## config.mk

```make
export PLATFORM = sky130hd
export DESIGN_NAME = periph_timer
export DESIGN_NICKNAME = d
export VERILOG_FILES = /design/src/rtl/periph_timer.sv
export SDC_FILE = /design/constraint.sdc
export NUM_CORES = 1
export LEC_CHECK = 0
export CAP_MARGIN = 25
export CORE_MARGIN = 4
export CORE_UTILIZATION = 54
export CTS_CLUSTER_SIZE = 16
export DETAILED_ROUTE_END_ITERATION = 10
export GPL_TIMING_DRIVEN = 0
export PLACE_DENSITY_LB_ADDON = 0.12
export SYNTH_ARGS = -nofsm -noshare
export SYNTH_HDL_FRONTEND = slang
export SYNTH_SLANG_ARGS = --single-unit
```

## constraint.sdc

```tcl
create_clock -name clk_i -period 2.45 [get_ports clk_i]
set_clock_uncertainty 0.05 [all_clocks]
set_input_delay 0.49 -clock clk_i [delete_from_list [all_inputs] [get_ports clk_i]]
set_output_delay 0.49 -clock clk_i [all_outputs]
set_load 0.02 [all_outputs]
```

## src/rtl/periph_timer.sv

```systemverilog
// periph_timer: memory-mapped machine timer behind a crossbar peripheral port.
// It has a prescaled 64-bit mtime, a 64-bit mtimecmp, a sticky PENDING flag and a level irq_o.
// Optional build macro PERIPH_TIMER_SNAPSHOT_EN: a read of MTIME_LO latches mtime[63:32]
// into a shadow register, and MTIME_HI then returns that shadow.
module periph_timer #(
  parameter int WORD_ADDR_WIDTH = 16,
  parameter int PRESCALE_WIDTH  = 16
) (
  input  logic                       clk_i,
  input  logic                       rst_ni,
  input  logic                       p_req_i,
  input  logic [WORD_ADDR_WIDTH-3:0] p_addr_i,
  input  logic                       p_wen_i,
  input  logic [31:0]                p_wdata_i,
  input  logic [3:0]                 p_be_i,
  output logic [31:0]                p_rdata_o,
  output logic                       p_ready_o,
  output logic                       irq_o
);

  typedef enum logic {IDLE = 1'b0, RESP = 1'b1} state_e;

  state_e                      state_q;
  logic [31:0]                 rdata_q;
  logic                        ready_q;
  logic                        en_q, en_d, irq_en_q, irq_en_d;
  logic [PRESCALE_WIDTH-1:0]   prescale_q, prescale_d, pcnt_q, pcnt_d;
  logic [63:0]                 mtime_q, mtime_d, mtimecmp_q, mtimecmp_d;
  logic                        pending_q, pending_d, irq_q, irq_d;
  logic                        accept, wr_en, rd_en, tick, cmp;
  logic [2:0]                  sel;
  logic [31:0]                 rd_val, ps32, ps_wr;
  logic                        unused_bits;
`ifdef PERIPH_TIMER_SNAPSHOT_EN
  logic [31:0]                 shadow_q, shadow_d;
`endif

  function automatic logic [31:0] merge_be(input logic [31:0] old_v,
                                           input logic [31:0] wd,
                                           input logic [3:0]  be);
    logic [31:0] r;
    r = old_v;
    for (int i = 0; i < 4; i++) begin
      if (be[i]) r[8*i +: 8] = wd[8*i +: 8];
    end
    return r;
  endfunction

  // Bus decode, compare and prescaler terminal count.
  always_comb begin
    accept = (state_q == IDLE) && p_req_i;
    wr_en  = accept && p_wen_i;
    rd_en  = accept && !p_wen_i;
    sel    = p_addr_i[2:0];
    cmp    = (mtime_q >= mtimecmp_q);
    tick   = en_q && (pcnt_q == prescale_q);
    ps32   = '0;
    ps32[PRESCALE_WIDTH-1:0] = prescale_q;
    ps_wr  = merge_be(ps32, p_wdata_i, p_be_i);
  end

  // Upper address bits alias by design and only part of the merged prescale word is kept.
  assign unused_bits = ^{p_addr_i, ps_wr};

  // Read mux; values are taken before any write at the same edge.
  always_comb begin
    rd_val = '0;
    case (sel)
      3'd0: rd_val = {30'd0, irq_en_q, en_q};
      3'd1: rd_val = ps32;
      3'd2: rd_val = mtime_q[31:0];
`ifdef PERIPH_TIMER_SNAPSHOT_EN
      3'd3: rd_val = shadow_q;
`else
      3'd3: rd_val = mtime_q[63:32];
`endif
      3'd4: rd_val = mtimecmp_q[31:0];
      3'd5: rd_val = mtimecmp_q[63:32];
      3'd6: rd_val = {31'd0, pending_q};
      default: rd_val = '0;
    endcase
  end

  // Register-file next state, the prescaler and mtime, and the PENDING/irq logic.
  always_comb begin
    en_d       = en_q;
    irq_en_d   = irq_en_q;
    prescale_d = prescale_q;
    pcnt_d     = pcnt_q;
    mtime_d    = mtime_q;
    mtimecmp_d = mtimecmp_q;

    if (wr_en && sel == 3'd0 && p_be_i[0]) begin
      en_d     = p_wdata_i[0];
      irq_en_d = p_wdata_i[1];
    end
    if (wr_en && sel == 3'd1) prescale_d = ps_wr[PRESCALE_WIDTH-1:0];

    if (wr_en && (sel == 3'd0 || sel == 3'd1)) pcnt_d = '0;
    else if (tick)                              pcnt_d = '0;
    else if (en_q)                              pcnt_d = pcnt_q + PRESCALE_WIDTH'(1);

    // A write to either mtime half takes priority over the increment in that cycle.
    if (wr_en && sel == 3'd2)      mtime_d[31:0]  = merge_be(mtime_q[31:0], p_wdata_i, p_be_i);
    else if (wr_en && sel == 3'd3) mtime_d[63:32] = merge_be(mtime_q[63:32], p_wdata_i, p_be_i);
    else if (tick)                 mtime_d        = mtime_q + 64'd1;

    if (wr_en && sel == 3'd4) mtimecmp_d[31:0]  = merge_be(mtimecmp_q[31:0], p_wdata_i, p_be_i);
    if (wr_en && sel == 3'd5) mtimecmp_d[63:32] = merge_be(mtimecmp_q[63:32], p_wdata_i, p_be_i);

    // If a compare hit and a clear land in the same cycle, the hit wins.
    if (cmp)                                                  pending_d = 1'b1;
    else if (wr_en && sel == 3'd6 && p_be_i[0] && p_wdata_i[0]) pending_d = 1'b0;
    else                                                      pending_d = pending_q;

    irq_d = pending_q & irq_en_q;
  end

`ifdef PERIPH_TIMER_SNAPSHOT_EN
  // Latch the high half on a MTIME_LO read so a LO-then-HI pair is coherent.
  always_comb begin
    shadow_d = shadow_q;
    if (rd_en && sel == 3'd2) shadow_d = mtime_q[63:32];
  end

  // Shadow register.
  always_ff @(posedge clk_i or negedge rst_ni) begin
    if (!rst_ni) shadow_q <= '0;
    else         shadow_q <= shadow_d;
  end
`endif

  // Bus FSM: accept in IDLE, answer with a one-cycle ready pulse in RESP.
  always_ff @(posedge clk_i or negedge rst_ni) begin
    if (!rst_ni) begin
      state_q <= IDLE;
      ready_q <= 1'b0;
      rdata_q <= '0;
    end else begin
      case (state_q)
        IDLE: begin
          if (p_req_i) begin
            state_q <= RESP;
            ready_q <= 1'b1;
            rdata_q <= p_wen_i ? 32'd0 : rd_val;
          end
        end
        default: begin
          state_q <= IDLE;
          ready_q <= 1'b0;
          rdata_q <= '0;
        end
      endcase
    end
  end

  // Timer state registers.
  always_ff @(posedge clk_i or negedge rst_ni) begin
    if (!rst_ni) begin
      en_q       <= 1'b0;
      irq_en_q   <= 1'b0;
      prescale_q <= '0;
      pcnt_q     <= '0;
      mtime_q    <= '0;
      mtimecmp_q <= '1;
      pending_q  <= 1'b0;
      irq_q      <= 1'b0;
    end else begin
      en_q       <= en_d;
      irq_en_q   <= irq_en_d;
      prescale_q <= prescale_d;
      pcnt_q     <= pcnt_d;
      mtime_q    <= mtime_d;
      mtimecmp_q <= mtimecmp_d;
      pending_q  <= pending_d;
      irq_q      <= irq_d;
    end
  end

  assign p_ready_o = ready_q;
  assign p_rdata_o = rdata_q;
  assign irq_o     = irq_q;

endmodule

```

* Yosys cells after proc, flatten, opt, wreduce, memory -nomap -nowiden
Index checks and enable logic that the tools add are counted. Widths: inputs -> output; s select.
Operators by class: add/sub/neg operators 2, order comparisons 1, equality and inequality tests 16, mux-type cells 21, bitwise operators 3, reductions and logical operators 39
Operators by type and width (number):
- $pmux 32 s7 | 1
- $mux 32 | 6
- $add 64x1->64 const B | 1
- $ge 64x64->1 | 1
- $mux 64 | 1
- $mux 16 | 3
- $mux 8 | 4
- $reduce_and 3->1 | 8
- $reduce_and 2->1 | 10
- $ne 2x2->1 const B | 9
- $add 16x1->16 const B | 1
- $eq 16x16->1 | 1
- $logic_and 1x1->1 | 14
- $eq 3x3->1 const B | 3
- $reduce_bool 2->1 | 4
- $eq 3x2->1 const B | 2
- $mux 1 | 6
- $eq 3x1->1 const B | 1
- $logic_not 3->1 | 1
- $reduce_bool 3->1 | 1
- $not 1->1 | 2
- $and 1x1->1 | 1
- $logic_or 1x1->1 | 1
Storage, ports and cells: bits in registers 198, output and inout port bits 34, logic and storage cells 108

* Logic depth before layout (Yosys ltp)
Gate-level depths: netlist (run 1).
word-level depth 8, gate-level depth with buffers 10, gate-level depth less buffers 9

* Worst setup path after synthesis (run 1)
No wires, ideal clock.
kind register to register, from register prescale_q[7], to register mtime_q[17], setup time 0.073 ns, arrival 2.574 ns, data required time 2.327 ns, path slack -0.247 ns, stages on the path, launching flop included 8, path buffers 0, cells stage by stage dfrtp_1 nor2b_1 a2111o_1 or4_4 or3_4 or3_1 a211o_1 a21oi_2
Between the ends: longest elaborated chain between the ends 4
Ends and longest elaborated chain:
- start, declared | line 27 | logic [PRESCALE_WIDTH-1:0] prescale_q, prescale_d, pcnt_q, pcnt_d;
- start signal, assigned | line 171 | prescale_q <= prescale_d;
- $eq 16x16->1 | line 56 | tick = en_q && (pcnt_q == prescale_q);
- $logic_and 1x1->1 | line 56
- $reduce_bool 2->1 (no source line)
- $reduce_and 3->1 (no source line)
- end signal, assigned | line 173 | mtime_q <= mtime_d;
- end, declared | line 28 | logic [63:0] mtime_q, mtime_d, mtimecmp_q, mtimecmp_d;
Every way passes these cells. A chain may end at the register's enable or synchronous reset.

* Worst setup path in the final report (run 1)
Same ends and word-level chain as after synthesis.

==> results of run 1 <==
## critical path: stages (launching register included)
cell and delay (ns):
dfrtp_1 0.43, nor2b_4 0.14, a2111o_1 0.37, or4_4 0.46, or3_4 0.42, or3_4 0.35, a211o_1 0.28, a21oi_2 0.16
## Yosys cell counts, drive strengths merged (5+ instances only)
library cell,instances
nor2,92
a221oi,24
nor3,20
or3,9
a31oi,12
a21oi,99
ha,66
a22oi,9
and3,15
xor2,11
o22a,9
a22o,29
and2,13
a211oi,5
buf,12
nand4,36
and4,6
nor4,12
o21a,6
xnor2,10
o22ai,27
mux2i,29
dfrtp,134
clkbuf,45
mux2,84
nand2,108
inv,89
o211ai,6
nor2b,8
a21o,12
dfstp,64
o21ai,74
a2bb2oi,9
nand3,48
nand2b,6
## cells in the final DEF (no fill, tap or decap), types with 13 or more instances in the layout
cell,netlist,layout
a221oi_1,24,24
inv_1,89,84
nand4_1,36,36
nor2_1,92,83
ha_1,66,58
dfrtp_2,0,13
o21ai_1,0,13
o22ai_1,27,25
clkbuf_2,1,14
mux2_2,84,84
o21ai_0,74,55
dfrtp_1,134,121
clkdlybuf4s50_1,0,68
a21oi_1,98,71
clkbuf_1,44,20
a22o_1,29,29
nand3_1,48,35
a21oi_2,1,24
clkbuf_16,0,18
buf_4,0,41
nand2_1,108,98
buf_6,0,23
mux2i_1,29,29
dfstp_2,64,64
## worst max-delay path by stage
| stage | slack [ns] | cells after the start | endpoint |
|---|---|---|---|
| 3_5_place_dp | -1.22 | 10 | mtime_q[8] |
| 3_3_place_gp | -7.56 | 1 | mtime_q[50] |
| 6_report | -0.30 | 7 | mtime_q[17] |
| 4_1_cts | -0.27 | 7 | mtime_q[17] |
| 5_1_grt | -0.31 | 7 | mtime_q[17] |
| 2_1_floorplan | -0.05 | 8 | mtime_q[50] |
## power by group
| part | total (uW) | switching, uW | internal [uW] | leakage [uW] |
|---|---|---|---|---|
| clock | 3060 | 1480 | 1580 | 0.000307 |
| combinational | 2630 | 1430 | 1200 | 0.00387 |
| sequential | 4350 | 536 | 3810 | 0.00232 |
| total | 10000 | 3450 | 6590 | 0.00650 |
## registers in the layout, indices dropped and copies added (netlist names), 16 cells and up
name,flops
mtime_q,64
pcnt_q,16
mtimecmp_q,64
prescale_q,16
p_rdata_o,32
## through the flow
step                util (%)  setup TNS, ns  cells  area (sq um)
floorplan                  -       -0.09338   1291         12150
global placement       60.05       -1451.75   1640         13190
detailed placement     60.22        -121.57   1642         13220
CTS                    68.34         -4.937   1718         15010
global route           70.73         -10.28   1735         15530
finish                 70.74         -8.042   1736         15530
## final cells by class
class                      count  area, sq um
antenna                        1        2.502
buffer                        54        370.4
clock buffer                  17        425.4
clock inverter                15        212.7
fill                        1677         6425
inverter                      89        334.1
multi-input combinational    947         7438
sequential                   198         5051
tap                          280        350.3
timing repair buffer         135         1349
## cell families after synthesis
family,Yosys count
compound gates,363
xor+xnor,21
fa+ha+maj,66
buf+inv,146
flops,198
mux,113
simple gates,384
## repair_timing
item,in CTS,in global routing
setup buffers,40,21
hold endpoints to repair,8,0
hold buffers,1,0
cloned,5,1
resized for setup,193,115
endpoints found under the setup margin,165,142
pin swaps,44,45
## layer usage
metal  routed length (um)  part of all wire [%]  global-route usage, %
met2                18970                    43                  50.41
met4                 1593                   3.6                  11.68
met5                    0                     0                      0
met3                 4846                    11                  8.119
met1                18620                    42                  51.77
==> reports/results.ini, run 1 <==
[hold_path]
hp-class=flop to flop
min_to=p_rdata_o[3]
holdPathStages=2
hold_path.startpoint=p_rdata_o[3]

[pwr]
ir_worst_vdd_v=0.0004445
powerDensity_nw_per_um2=646.4
leakagePower_uw=0.006498
finalPower_uw=10040

[place]
numPortBuffers=69
place_worst_setup_slack_ns=-1.218
hpwl_um=29810
gp_congestion=0.9899

[global_route]
antenna_found_initial=0
gr-total-overflow=0
grt_pass1_vias=10861
grt_usage_pct=34.88
grt_first_pass_wirelength_um=65630
grt_max_degree=116

[synth]
ys.flop_type=dfrtp_1
yosysWarnings=0
muxShareOfSynthArea_pct=10.20
synthCells=1291
synth_fa_ha_area_share_pct=6.815
synth-seq-cells=198
synth_top_area_share_pct=27.67
async_flop_share_pct=100.0
syn-num-nets=1411
synth-simple-area-share_pct=15.50
synth-compound-area-share_pct=19.82
synthXorXnorAreaFrac_pct=1.518
netlist_top_cells_area=dfrtp_1, dfstp_2, mux2_2, ha_1, a21oi_1
synth_top_family_by_area=compound AO/OA/AOI/OAI gates
synth.distinct_cells=69
syn-mean-instance-area_sq_um=9.386
synth_edf_count=0
netlist_area_sq_um=12120
yosysTopAreaCell=dfrtp_1
ys_seq_area_share_pct=41.55

[final_layout]
drive_above_1_share_pct=30.24
nNetsFinal=1562
syn2layout_area_growth_pct=28.19

[sta]
slew_headroom_pct=28.33
period_needed_ns=2.753
worst_slew_pin_slew_ns=1.075
fin_ws_ns=-0.3033
period_share_pct=112.4
finalSetupViolations=58
max_freq_mhz=363.2
grt_setup_unrepaired=yes
hold_violations=0
hold_ws_ns=0.4315
maxSlewViolCount=0

[clocking]
cts_made_buffers=17
clockBufferDepth=2
cts_tree=done
cts.sinks=198
clk_pin_slew_worst_paths_ns=0.09
cts-root-buf=clkbuf_16
htreeDepth=4
clkLatencyLatePin_ns=0.46

[critical_path]
crit_type=flop to flop
critPathCaptureType=flop
cp-startpoint=prescale_q[7]
rr_startpoint=prescale_q[7]
rrSetupSlack_ns=-0.30
worstPathArrival_ns=3.08
cp.required_ns=2.77
ff2ff_path_depth=7
startpoint_type=flop
cp_max_fo=5
reg2reg_to=mtime_q[17]

[detailed_routing]
dr_total_vias=11745
dr.first_iter.drc_count=1679
drcViolationCount=0
drtPass1Iterations=8
antenna_left=0
wire_per_inst_um=25.36
drt-total-wl_um=44030
routed_via_density=6.766

[die]
core_area_sq_um=21960
dieWidth_um=157.8
start_util_pct=55.19
io_pins=88
die_h_um=157.8
dieArea_sq_um=24900
rows=54

[run_status]
violations=negative setup slack
status=finished with violations

[run]
drv_cap=0

No activity file was read; power rests on OpenSTA's default activity.
==> run 2: changes to the inputs <==
- CORE_MARGIN: 4 -> 2
- CORE_UTILIZATION: 54 -> 59
- DONT_BUFFER_PORTS: unset -> 1
==> reports/results.ini, run 2 (synthesis results as in run 1) <==
[final_layout]
fill_cells=1399
final_common_cell=dfrtp_1
final_cell_mix=dfrtp_1, nand2_1, inv_1
nNetsFinal=1507
syn2layout_area_growth_pct=24.85
drive_above_1_share_pct=34.64
seq_area_sq_um=5049
multi_input_area_sq_um=7662
antennaDiodeCount=0
fin_util_pct=75.01
design_area_sq_um=15130

[critical_path]
ff2ff_path_depth=11
cp_max_fo=5
cp.required_ns=2.75
worstPathArrival_ns=3.01
critPathCaptureType=flop
rrSetupSlack_ns=-0.26
crit_type=flop to flop
reg2reg_to=mtime_q[22]
startpoint_type=flop
rr_startpoint=pcnt_q[11]

[detailed_routing]
wire_per_inst_um=26.95
dr.first_iter.drc_count=1683
drtPass1Iterations=7
drcViolationCount=0
drt-total-wl_um=45010
dr_total_vias=11903
routed_via_density=7.128
antenna_left=0

[clocking]
cts.sinks=198
cts_made_buffers=17
clk_pin_slew_worst_paths_ns=0.08
clkLatencyLatePin_ns=0.47
cts_tree=done
htreeDepth=4
cts-root-buf=clkbuf_16
clockBufferDepth=2

[run_status]
violations=negative hold slack, negative setup slack
status=finished with violations

[place]
numPortBuffers=0
postPlaceCellArea_sq_um=12490
hpwl_um=28910
gp_congestion=1.010

[sta]
grt_setup_unrepaired=yes
hold_ws_ns=-0.3321
period_share_pct=110.7
max_freq_mhz=368.6
tns_ns=-6.258
fin_ws_ns=-0.2633
hold_violations=184
worst_slew_pin_slew_ns=1.109
maxSlewViolCount=0
period_needed_ns=2.713
finalSetupViolations=63
slew_headroom_pct=26.08

[die]
io_pins=88
dieArea_sq_um=21700
dieWidth_um=147.3
rows=52
core_area_sq_um=20170
start_util_pct=60.08
die_h_um=147.3

[global_route]
grt_usage_pct=39.97
grt_first_pass_wirelength_um=65490
gr-total-overflow=0
grt_pass1_vias=11037
antenna_found_initial=0
grt_max_degree=199

[pwr]
powerDensity_nw_per_um2=661.6
ir_worst_vdd_v=0.0005279
leakagePower_uw=0.006351

[hold_path]
hp-class=input port to async pin

[run]
drv_cap=0

==> run 2: final cells by class <==
cell class | instances | area share [%]
timing repair buffer | 78 | 5.028
tap | 270 | 2.233
clock inverter | 14 | 1.232
inverter | 89 | 2.208
multi-input combinational | 949 | 50.65
clock buffer | 18 | 2.903
sequential | 198 | 33.37
buffer | 54 | 2.382
==> run 2: worst max-delay path by stage <==
stage	startpoint	slack, ns	to	cells after the start
2_1_floorplan	mtime_q[5]	-0.05	mtime_q[50]	8
3_3_place_gp	p_addr_i[2]	-1.13	mtime_q[8]	10
3_5_place_dp	p_addr_i[2]	-1.18	mtime_q[8]	10
4_1_cts	prescale_q[7]	-0.23	mtime_q[17]	7
5_1_grt	pcnt_q[11]	-0.30	mtime_q[15]	10
6_report	pcnt_q[11]	-0.26	mtime_q[22]	11
==> run 2: worst max-delay path: stages, from the launching register on <==
cell,delay (ns)
dfrtp_1,0.44
xor2_1,0.21
nor4_1,0.33
o2111ai_1,0.20
buf_4,0.19
nor3_4,0.30
buf_6,0.20
buf_6,0.13
buf_8,0.12
nand4_1,0.13
mux2i_1,0.20
nand2_1,0.07
==> run 2: metal layers <==
metal	wire (um)	GRT usage (%)	vias to the layer above
met4	2315	17.84	0
met1	17900	57.14	5797
li1	-	-	4982
met2	19150	56.50	923
met5	0	0	-
met3	5653	11.43	201
==> run 2: repair_timing <==
| item | CTS | global route |
|---|---|---|
| cloned | 6 | 2 |
| setup endpoints to repair | 165 | 133 |
| resized for setup | 190 | 176 |
| setup buffers | 46 | 30 |
| pin swaps | 48 | 53 |
| endpoints found under the hold margin | 198 | 198 |
==> run 2: stage by stage <==
step	cells	worst slack (ns)	total power [uW]
after floorplan	1291	-0.05184	5603
after global placement	1561	-1.127	6135
after detailed placement	1562	-1.178	6205
after CTS	1644	-0.2316	9462
after global routing	1670	-0.3019	10360
final	1670	-0.2633	10010
==> run 2: power by group <==
group	leakage (uW)	switching, uW	internal, uW
clock	0.000307	1490	1590
sequential	0.00232	570	3810
combinational	0.00372	1360	1190
==> run 3: changes to the inputs <==
- TNS_END_PERCENT: unset -> 100
==> results of run 3 <==
Final layout, timing and power as in run 2 (identical DEF).
